[config.mk]
export PLATFORM = sky130hd
export DESIGN_NAME = range_stepper
export DESIGN_NICKNAME = d
export VERILOG_FILES = /design/src/rtl/range_stepper_pkg.sv /design/src/rtl/range_stepper_key_debounce.sv /design/src/rtl/range_stepper.sv
export SDC_FILE = /design/constraint.sdc
export NUM_CORES = 1
export LEC_CHECK = 0
export BUFFER_PORTS_ARGS = -buffer_cell sky130_fd_sc_hd__buf_4
export CAP_MARGIN = 20
export CORE_ASPECT_RATIO = 1.1
export CORE_MARGIN = 10
export CORE_UTILIZATION = 48
export CTS_CLUSTER_SIZE = 30
export DETAILED_ROUTE_END_ITERATION = 10
export PLACE_DENSITY = 0.65
export SETUP_SLACK_MARGIN = 0.5
export SYNTH_ARGS = -nofsm -noshare
export SYNTH_HDL_FRONTEND = slang
export SYNTH_SLANG_ARGS = --single-unit
[constraint.sdc]
create_clock -name clk -period 10.8 [get_ports clk]
set_input_delay 0 -clock clk [delete_from_list [all_inputs] [get_ports clk]]
set_output_delay 0 -clock clk [all_outputs]
set_load 0.005 [all_outputs]
[src/rtl/range_stepper_pkg.sv]
// Shared types and constants for the range_stepper operand stepper.
// Optional RANGE_STEPPER_ACCEL_EN constants live here as well.
package range_stepper_pkg;

    typedef enum logic {
        TRACK,
        ACTIVE
    } state_e;

    typedef enum logic [1:0] {
        DIR_NONE,
        DIR_UP,
        DIR_DN
    } dir_e;

    localparam int ACCEL_THRESHOLD = 8;
    localparam int ACCEL_DIV       = 4;

    // Fast repeat period, never below one cycle.
    function automatic int accel_period(input int rep);
        return (rep / ACCEL_DIV < 1) ? 1 : rep / ACCEL_DIV;
    endfunction

endpackage

[src/rtl/range_stepper_key_debounce.sv]
// key_debounce: 2-FF synchronizer plus stable-count debouncer.
// level is the debounced raw level (1 = released), press marks 1->0.
module key_debounce #(
    parameter int DEB_CYCLES = 1000000
) (
    input  logic clk,
    input  logic reset,
    input  logic key_n,
    output logic level,
    output logic press
);
    localparam int CW = $clog2(DEB_CYCLES + 1);

    logic [1:0]    sync_q;
    logic [CW-1:0] cnt_q;
    logic          level_q;
    logic          press_q;

    // Synchronize, then accept a new level after DEB_CYCLES stable cycles.
    always_ff @(posedge clk or posedge reset) begin
        if (reset) begin
            sync_q  <= 2'b11;
            cnt_q   <= '0;
            level_q <= 1'b1;
            press_q <= 1'b0;
        end else begin
            sync_q  <= {sync_q[0], key_n};
            press_q <= 1'b0;
            if (sync_q[1] == level_q) begin
                cnt_q <= '0;
            end else if (cnt_q == CW'(DEB_CYCLES - 1)) begin
                cnt_q   <= '0;
                level_q <= sync_q[1];
                press_q <= ~sync_q[1];
            end else begin
                cnt_q <= cnt_q + CW'(1);
            end
        end
    end

    assign level = level_q;
    assign press = press_q;

endmodule

[src/rtl/range_stepper.sv]
// range_stepper: key-driven base+offset stepper with auto-repeat and go/done.
// Define RANGE_STEPPER_ACCEL_EN to enable the fast repeat after a long hold.
module range_stepper
    import range_stepper_pkg::*;
#(
    parameter int WIDTH         = 12,
    parameter int SPAN          = 256,
    parameter int DEB_CYCLES    = 1000000,
    parameter int HOLD_CYCLES   = 25000000,
    parameter int REPEAT_CYCLES = 3145728,
    localparam int OW           = $clog2(SPAN)
) (
    input  logic             clk,
    input  logic             reset,
    input  logic             key_up_n,
    input  logic             key_dn_n,
    input  logic             key_load_n,
    input  logic [WIDTH-1:0] base,
    output logic [WIDTH-1:0] value,
    output logic [OW-1:0]    offset,
    output logic             at_min,
    output logic             at_max,
    output logic             step_pulse,
    output logic             go,
    input  logic             done
);
    localparam int TMAX = (HOLD_CYCLES > REPEAT_CYCLES) ? HOLD_CYCLES : REPEAT_CYCLES;
    localparam int TW   = $clog2(TMAX + 1);
    localparam logic [OW-1:0] OFF_MAX = OW'(SPAN - 1);

    logic up_lvl, up_prs, dn_lvl, dn_prs, ld_lvl, ld_prs;

    key_debounce #(.DEB_CYCLES(DEB_CYCLES)) u_up (
        .clk(clk), .reset(reset), .key_n(key_up_n), .level(up_lvl), .press(up_prs)
    );
    key_debounce #(.DEB_CYCLES(DEB_CYCLES)) u_dn (
        .clk(clk), .reset(reset), .key_n(key_dn_n), .level(dn_lvl), .press(dn_prs)
    );
    key_debounce #(.DEB_CYCLES(DEB_CYCLES)) u_ld (
        .clk(clk), .reset(reset), .key_n(key_load_n), .level(ld_lvl), .press(ld_prs)
    );

    state_e            state_q, state_d;
    logic [WIDTH-1:0]  base_q, base_d, value_q, value_d;
    logic [OW-1:0]     off_q, off_d;
    logic [TW-1:0]     tmr_q, tmr_d, limit, period;
    logic              rep_q, rep_d;
    logic              go_q, go_d, pend_q, pend_d;
    logic              min_q, max_q, stp_q, stp;
    logic              fire, restart, sat;
    dir_e              hold_dir, dir;

`ifdef RANGE_STEPPER_ACCEL_EN
    localparam int FAST = accel_period(REPEAT_CYCLES);
    logic [3:0] acc_q, acc_d;

    // Count timer-driven steps of the current hold; switch to the fast period.
    always_comb begin
        acc_d = acc_q;
        if (restart || sat) begin
            acc_d = '0;
        end else if (fire && acc_q < 4'(ACCEL_THRESHOLD)) begin
            acc_d = acc_q + 4'd1;
        end
        period = (acc_q >= 4'(ACCEL_THRESHOLD)) ? TW'(FAST) : TW'(REPEAT_CYCLES);
    end

    // Acceleration counter register.
    always_ff @(posedge clk or posedge reset) begin
        if (reset) begin
            acc_q <= '0;
        end else begin
            acc_q <= acc_d;
        end
    end
`else
    assign period = TW'(REPEAT_CYCLES);
`endif

    // Next-state: hold timer, step decision, load, bounds and go/done.
    always_comb begin
        state_d  = state_q;
        base_d   = (state_q == TRACK) ? base : base_q;
        off_d    = off_q;
        tmr_d    = tmr_q;
        rep_d    = rep_q;
        go_d     = go_q;
        pend_d   = pend_q;
        stp      = 1'b0;
        fire     = 1'b0;
        restart  = 1'b0;
        dir      = DIR_NONE;
        hold_dir = DIR_NONE;
        if (!up_lvl && dn_lvl) hold_dir = DIR_UP;
        if (!dn_lvl && up_lvl) hold_dir = DIR_DN;
        limit = rep_q ? period : TW'(HOLD_CYCLES);

        if (hold_dir == DIR_NONE) begin
            tmr_d   = '0;
            rep_d   = 1'b0;
            restart = 1'b1;
        end else if ((up_prs && hold_dir == DIR_UP) ||
                     (dn_prs && hold_dir == DIR_DN)) begin
            dir     = hold_dir;
            tmr_d   = '0;
            rep_d   = 1'b0;
            restart = 1'b1;
        end else if (tmr_q == limit - TW'(1)) begin
            dir   = hold_dir;
            fire  = 1'b1;
            tmr_d = '0;
            rep_d = 1'b1;
        end else begin
            tmr_d = tmr_q + TW'(1);
        end

        if (ld_prs) begin
            dir     = DIR_NONE;
            fire    = 1'b0;
            restart = 1'b1;
            tmr_d   = '0;
            rep_d   = 1'b0;
            off_d   = '0;
            state_d = TRACK;
        end

        unique case (dir)
            DIR_UP: if (off_q != OFF_MAX) begin
                off_d = off_q + OW'(1);
                stp   = 1'b1;
            end
            DIR_DN: if (off_q != '0) begin
                off_d = off_q - OW'(1);
                stp   = 1'b1;
            end
            default: ;
        endcase
        sat = (dir != DIR_NONE) && !stp;

        if (stp) state_d = ACTIVE;

        if (go_q) begin
            if (done) go_d = 1'b0;
            if (stp) pend_d = 1'b1;
        end else if (pend_q || stp) begin
            go_d   = 1'b1;
            pend_d = 1'b0;
        end

        value_d = base_d + WIDTH'(off_d);
    end

    // State, operand and handshake registers.
    always_ff @(posedge clk or posedge reset) begin
        if (reset) begin
            state_q <= TRACK;
            base_q  <= '0;
            value_q <= '0;
            off_q   <= '0;
            tmr_q   <= '0;
            rep_q   <= 1'b0;
            go_q    <= 1'b0;
            pend_q  <= 1'b0;
            min_q   <= 1'b1;
            max_q   <= 1'b0;
            stp_q   <= 1'b0;
        end else begin
            state_q <= state_d;
            base_q  <= base_d;
            value_q <= value_d;
            off_q   <= off_d;
            tmr_q   <= tmr_d;
            rep_q   <= rep_d;
            go_q    <= go_d;
            pend_q  <= pend_d;
            min_q   <= (off_d == '0);
            max_q   <= (off_d == OFF_MAX);
            stp_q   <= stp;
        end
    end

    assign value      = value_q;
    assign offset     = off_q;
    assign at_min     = min_q;
    assign at_max     = max_q;
    assign step_pulse = stp_q;
    assign go         = go_q;

endmodule

==> metrics.yaml <==
status: "completed"
drive_gt1_share_pct: 17.10
path_buf_inv: 1
yosysTopAreaCell: "dfrtp_1"
synth_area_leaders: "dfrtp_1, xor2_1, nor2_1"
grt_util_all_layers_pct: 14.84
synth_nets: 685
die_x_um: 133.0
place_inst: 864
synth_mux_area_share_pct: 2.856
portBuffers: 41
r2r_start: "tmr_q[8]"
slowest_delay_ns: 0.67
drtAntennaViolNets: 0
path_clk_slew_ns: 0.06
cp.depth: 20
use_met2_pct: 24.68
ys_seq_area_share_pct: 50.63
yosys-top-cells-count: "dfrtp_1, nor2_1, xor2_1"
critPathSlowestCell: "or4b_2"
rows: 45
gp_congestion: 0.8763
start_kind: "register"
hp-start: "key_load_n"
finalPower_uw: 1154
setup_tns_ns: 0
nets: 749
cts_buffers: 17
leakagePower_uw: 0.003527
cap_violations: 0
drtPass1Iterations: 5
rsz0062_at_grt: "no"
antenna_found_initial: 0
syn_avg_cell_area_um2: 10.41
synth-seq-cells: 136
synth_edf_count: 0
clockBufferDepth: 2
synth_xor_xnor_area_share_pct: 11.16
root_buffer: "clkbuf_16"
hp-class: "in -> reg"
async_flop_share_pct: 100.0
htreeDepth: 4
drt-total-wl_um: 13650
cts_tree: "done"
fin_crit_ns: 5.167
arrival_ns: 5.50
cp-end-kind: "register"
grt-busiest-layer: "met2"
clock_sinks: 136
required_ns: 11.14
fin_ws_ns: 5.633
met3_usage_pct: 3.643
start_util_pct: 48.91
yosysUniqueCellTypes: 70
synth_compound_area_share_pct: 6.473
finClkSkew_ns: 0.008917
postCtsResizedCells: 0
setup_viol: 0
crit_type: "reg -> reg"
synth_top_family_by_area: "simple AND/OR/NAND/NOR gates"
cp_max_fo: 9
endpoint: "value[10]"
ir_worst_vdd_v: 0.0001045
dieHeight_um: 144.3
startpoint: "tmr_q[8]"
maxSlewHeadroom_pct: 44.49
drv_slew: 0
p_per_area_nw_per_um2: 144.7
antennaDiodeCount: 0
avgViaCountPerCell: 5.355
hold_violations: 0
worst_slew_pin_slew_ns: 0.8326
pre_cts_ws_ns: 5.731
r2r-end: "value[10]"
grt_max_degree: 70
synth.most_common_cell: "dfrtp_1"
dieArea_um2: 19200
cp_top_family: "simple AND/OR/NAND/NOR gates"
rrSetupSlack_ns: 5.63
rr_worst_depth: 20
postSynthCellCount: 648
route.vias.total: 4889
routedWlPerCell_um: 14.95
met1_usage_pct: 18.09
synthSimpleGateAreaFrac_pct: 22.46
core_um2: 13790
synth_warnings: 0
place_hpwl_um: 9193
grt_pass1_vias: 5110
area.growth.synth_to_final_pct: 18.21
synthAdderAreaFrac_pct: 3.635
synth_area_um2: 6746
yosys_most_used_dff: "dfrtp_1"
drtIter0Drc: 328
ios: 42
grt_overflow: 0
final_cell_count_no_fill: 913
drcViolationCount: 0
grt_pass1_wl_um: 23710
fmax_ghz: 0.1935
post_cts_buffers: 0
fin_crit_sh_pct: 47.84
path_cells: "or4b_2 -> nor3_1 -> o2111a_1 -> a21oi_1 -> nor3_2 -> nand2_1 -> ha_1 -> or2b_2 -> a31oi_1 -> or2_1 -> mux2i_2 -> inv_1 -> ha_1 -> fa_1 -> a21o_1 -> a21oi_1 -> nor2b_1 -> o31a_1 -> o221ai_1 -> xnor2_1"
clk_latency_ns: 0.42
synth.top_cell.area_share_pct: 46.74
-- placed cells by master (no fill, tap or decap), types with 3 or more instances in the layout --
master         netlist  routed
nor2b_1              4       4
a31oi_1              4       4
nand3_1             35      35
a21o_1               3       3
and4_1               4       4
o21a_1               4       4
and3_2               3       3
nor3_1              22      22
mux2_2              15      15
o21ai_0              7       7
nor4_1               6       6
or3_1                3       3
and3_1              22      22
dfrtp_1            126     126
a22o_1               3       3
clkinvlp_4           0       5
xor2_1              46      46
nand4_1             14      14
nor2_1             104     104
inv_1               23      22
and2_1               9       9
a21oi_1             13      13
nor4b_1              4       4
clkbuf_16            0      17
xnor2_1             40      40
ha_1                18      18
bufinv_16            0       3
nand2_1             37      37
a41o_1               3       3
dlygate4sd3_1        0      17
buf_4                3      42
dfstp_2             10      10
or4_1                6       6
-- layout make-up --
type                    count  area (µm²)
flip-flops and latches    136        3416
clock inverters            11       146.4
clock buffers              21       460.4
repair buffers             59       485.5
well taps                 188       235.2
fillers                  1180        5819
multi-input cells         475        3143
inverters                  23       88.84
-- report_power, final --
part | switching (µW) | leakage [µW] | internal [µW]
Sequential | 4.71 | 0.00180 | 520
Combinational | 23.3 | 0.00144 | 18.7
Clock | 213 | 0.000282 | 375
Total | 241 | 0.00353 | 913
-- flip-flops by register name (all words and copies together), names as in the netlist, 2 cells and up --
| signal | count |
|---|---|
| u_ld.cnt_q | 20 |
| u_dn.cnt_q | 20 |
| offset | 8 |
| value | 12 |
| u_up.sync_q | 2 |
| base_q | 12 |
| u_dn.sync_q | 2 |
| u_up.cnt_q | 20 |
| tmr_q | 25 |
| u_ld.sync_q | 2 |
-- worst min-delay path by stage --
stage | to | slack [ns] | depth (start not counted)
3_5_place_dp | u_up.sync_q[0] | 0.11 | 1
2_1_floorplan | u_dn.sync_q[0] | 0.004 | 0
3_3_place_gp | u_up.sync_q[0] | 0.11 | 1
6_report | u_ld.sync_q[0] | 0.24 | 2
4_1_cts | u_up.sync_q[0] | 0.21 | 2
5_1_grt | u_up.sync_q[0] | 0.23 | 2
-- metrics by stage --
step / area, µm² / hold slack [ns] / util, %
4_1_cts: 7975 / 0.2134 / 57.81
6_report: 7975 / 0.2379 / 57.81
2_1_floorplan: 6746 / 0.004478 / -
5_1_grt: 7975 / 0.2258 / 57.81
3_5_place_dp: 7198 / 0.1109 / 52.18
3_3_place_gp: 7198 / 0.1090 / 52.18
-- metal layers --
| layer | vias up | wire (µm) | part of all wire, % |
|---|---|---|---|
| met5 | - | 0 | 0 |
| met2 | 86 | 6845 | 50 |
| met1 | 2406 | 6157 | 45 |
| met3 | 26 | 420 | 3.1 |
| met4 | 0 | 226 | 1.7 |
| li1 | 2371 | - | - |
-- what timing repair did --
item | 4_1_cts | 5_1_grt
hold endpoints to repair | 86 | 0
endpoints found under the setup margin | 0 | 0
hold buffers | 17 | 0
-- worst register-to-register path, cell delays in order, from the launching register on --
cell      delay (ns)
dfrtp_1         0.40
or4b_2          0.67
nor3_1          0.21
o2111a_1        0.21
a21oi_1         0.10
nor3_2          0.19
nand2_1         0.09
ha_1            0.45
or2b_2          0.20
a31oi_1         0.10
or2_1           0.35
mux2i_2         0.21
inv_1           0.08
ha_1            0.22
fa_1            0.41
a21o_1          0.20
a21oi_1         0.23
nor2b_1         0.10
o31a_1          0.28
o221ai_1        0.20
xnor2_1         0.15
-- logic make-up (layout without fill, tap and decap cells) --
kind of cell	Yosys count	after routing
AOI/OAI and AO/OA	59	59
xor gates and xnor gates	86	86
adders and majority gates	19	19
buffers and inverters	37	114
DFF	136	136
muxes	17	17
and+or+nand+nor	294	294
Power figures use the tool's default switching activity.
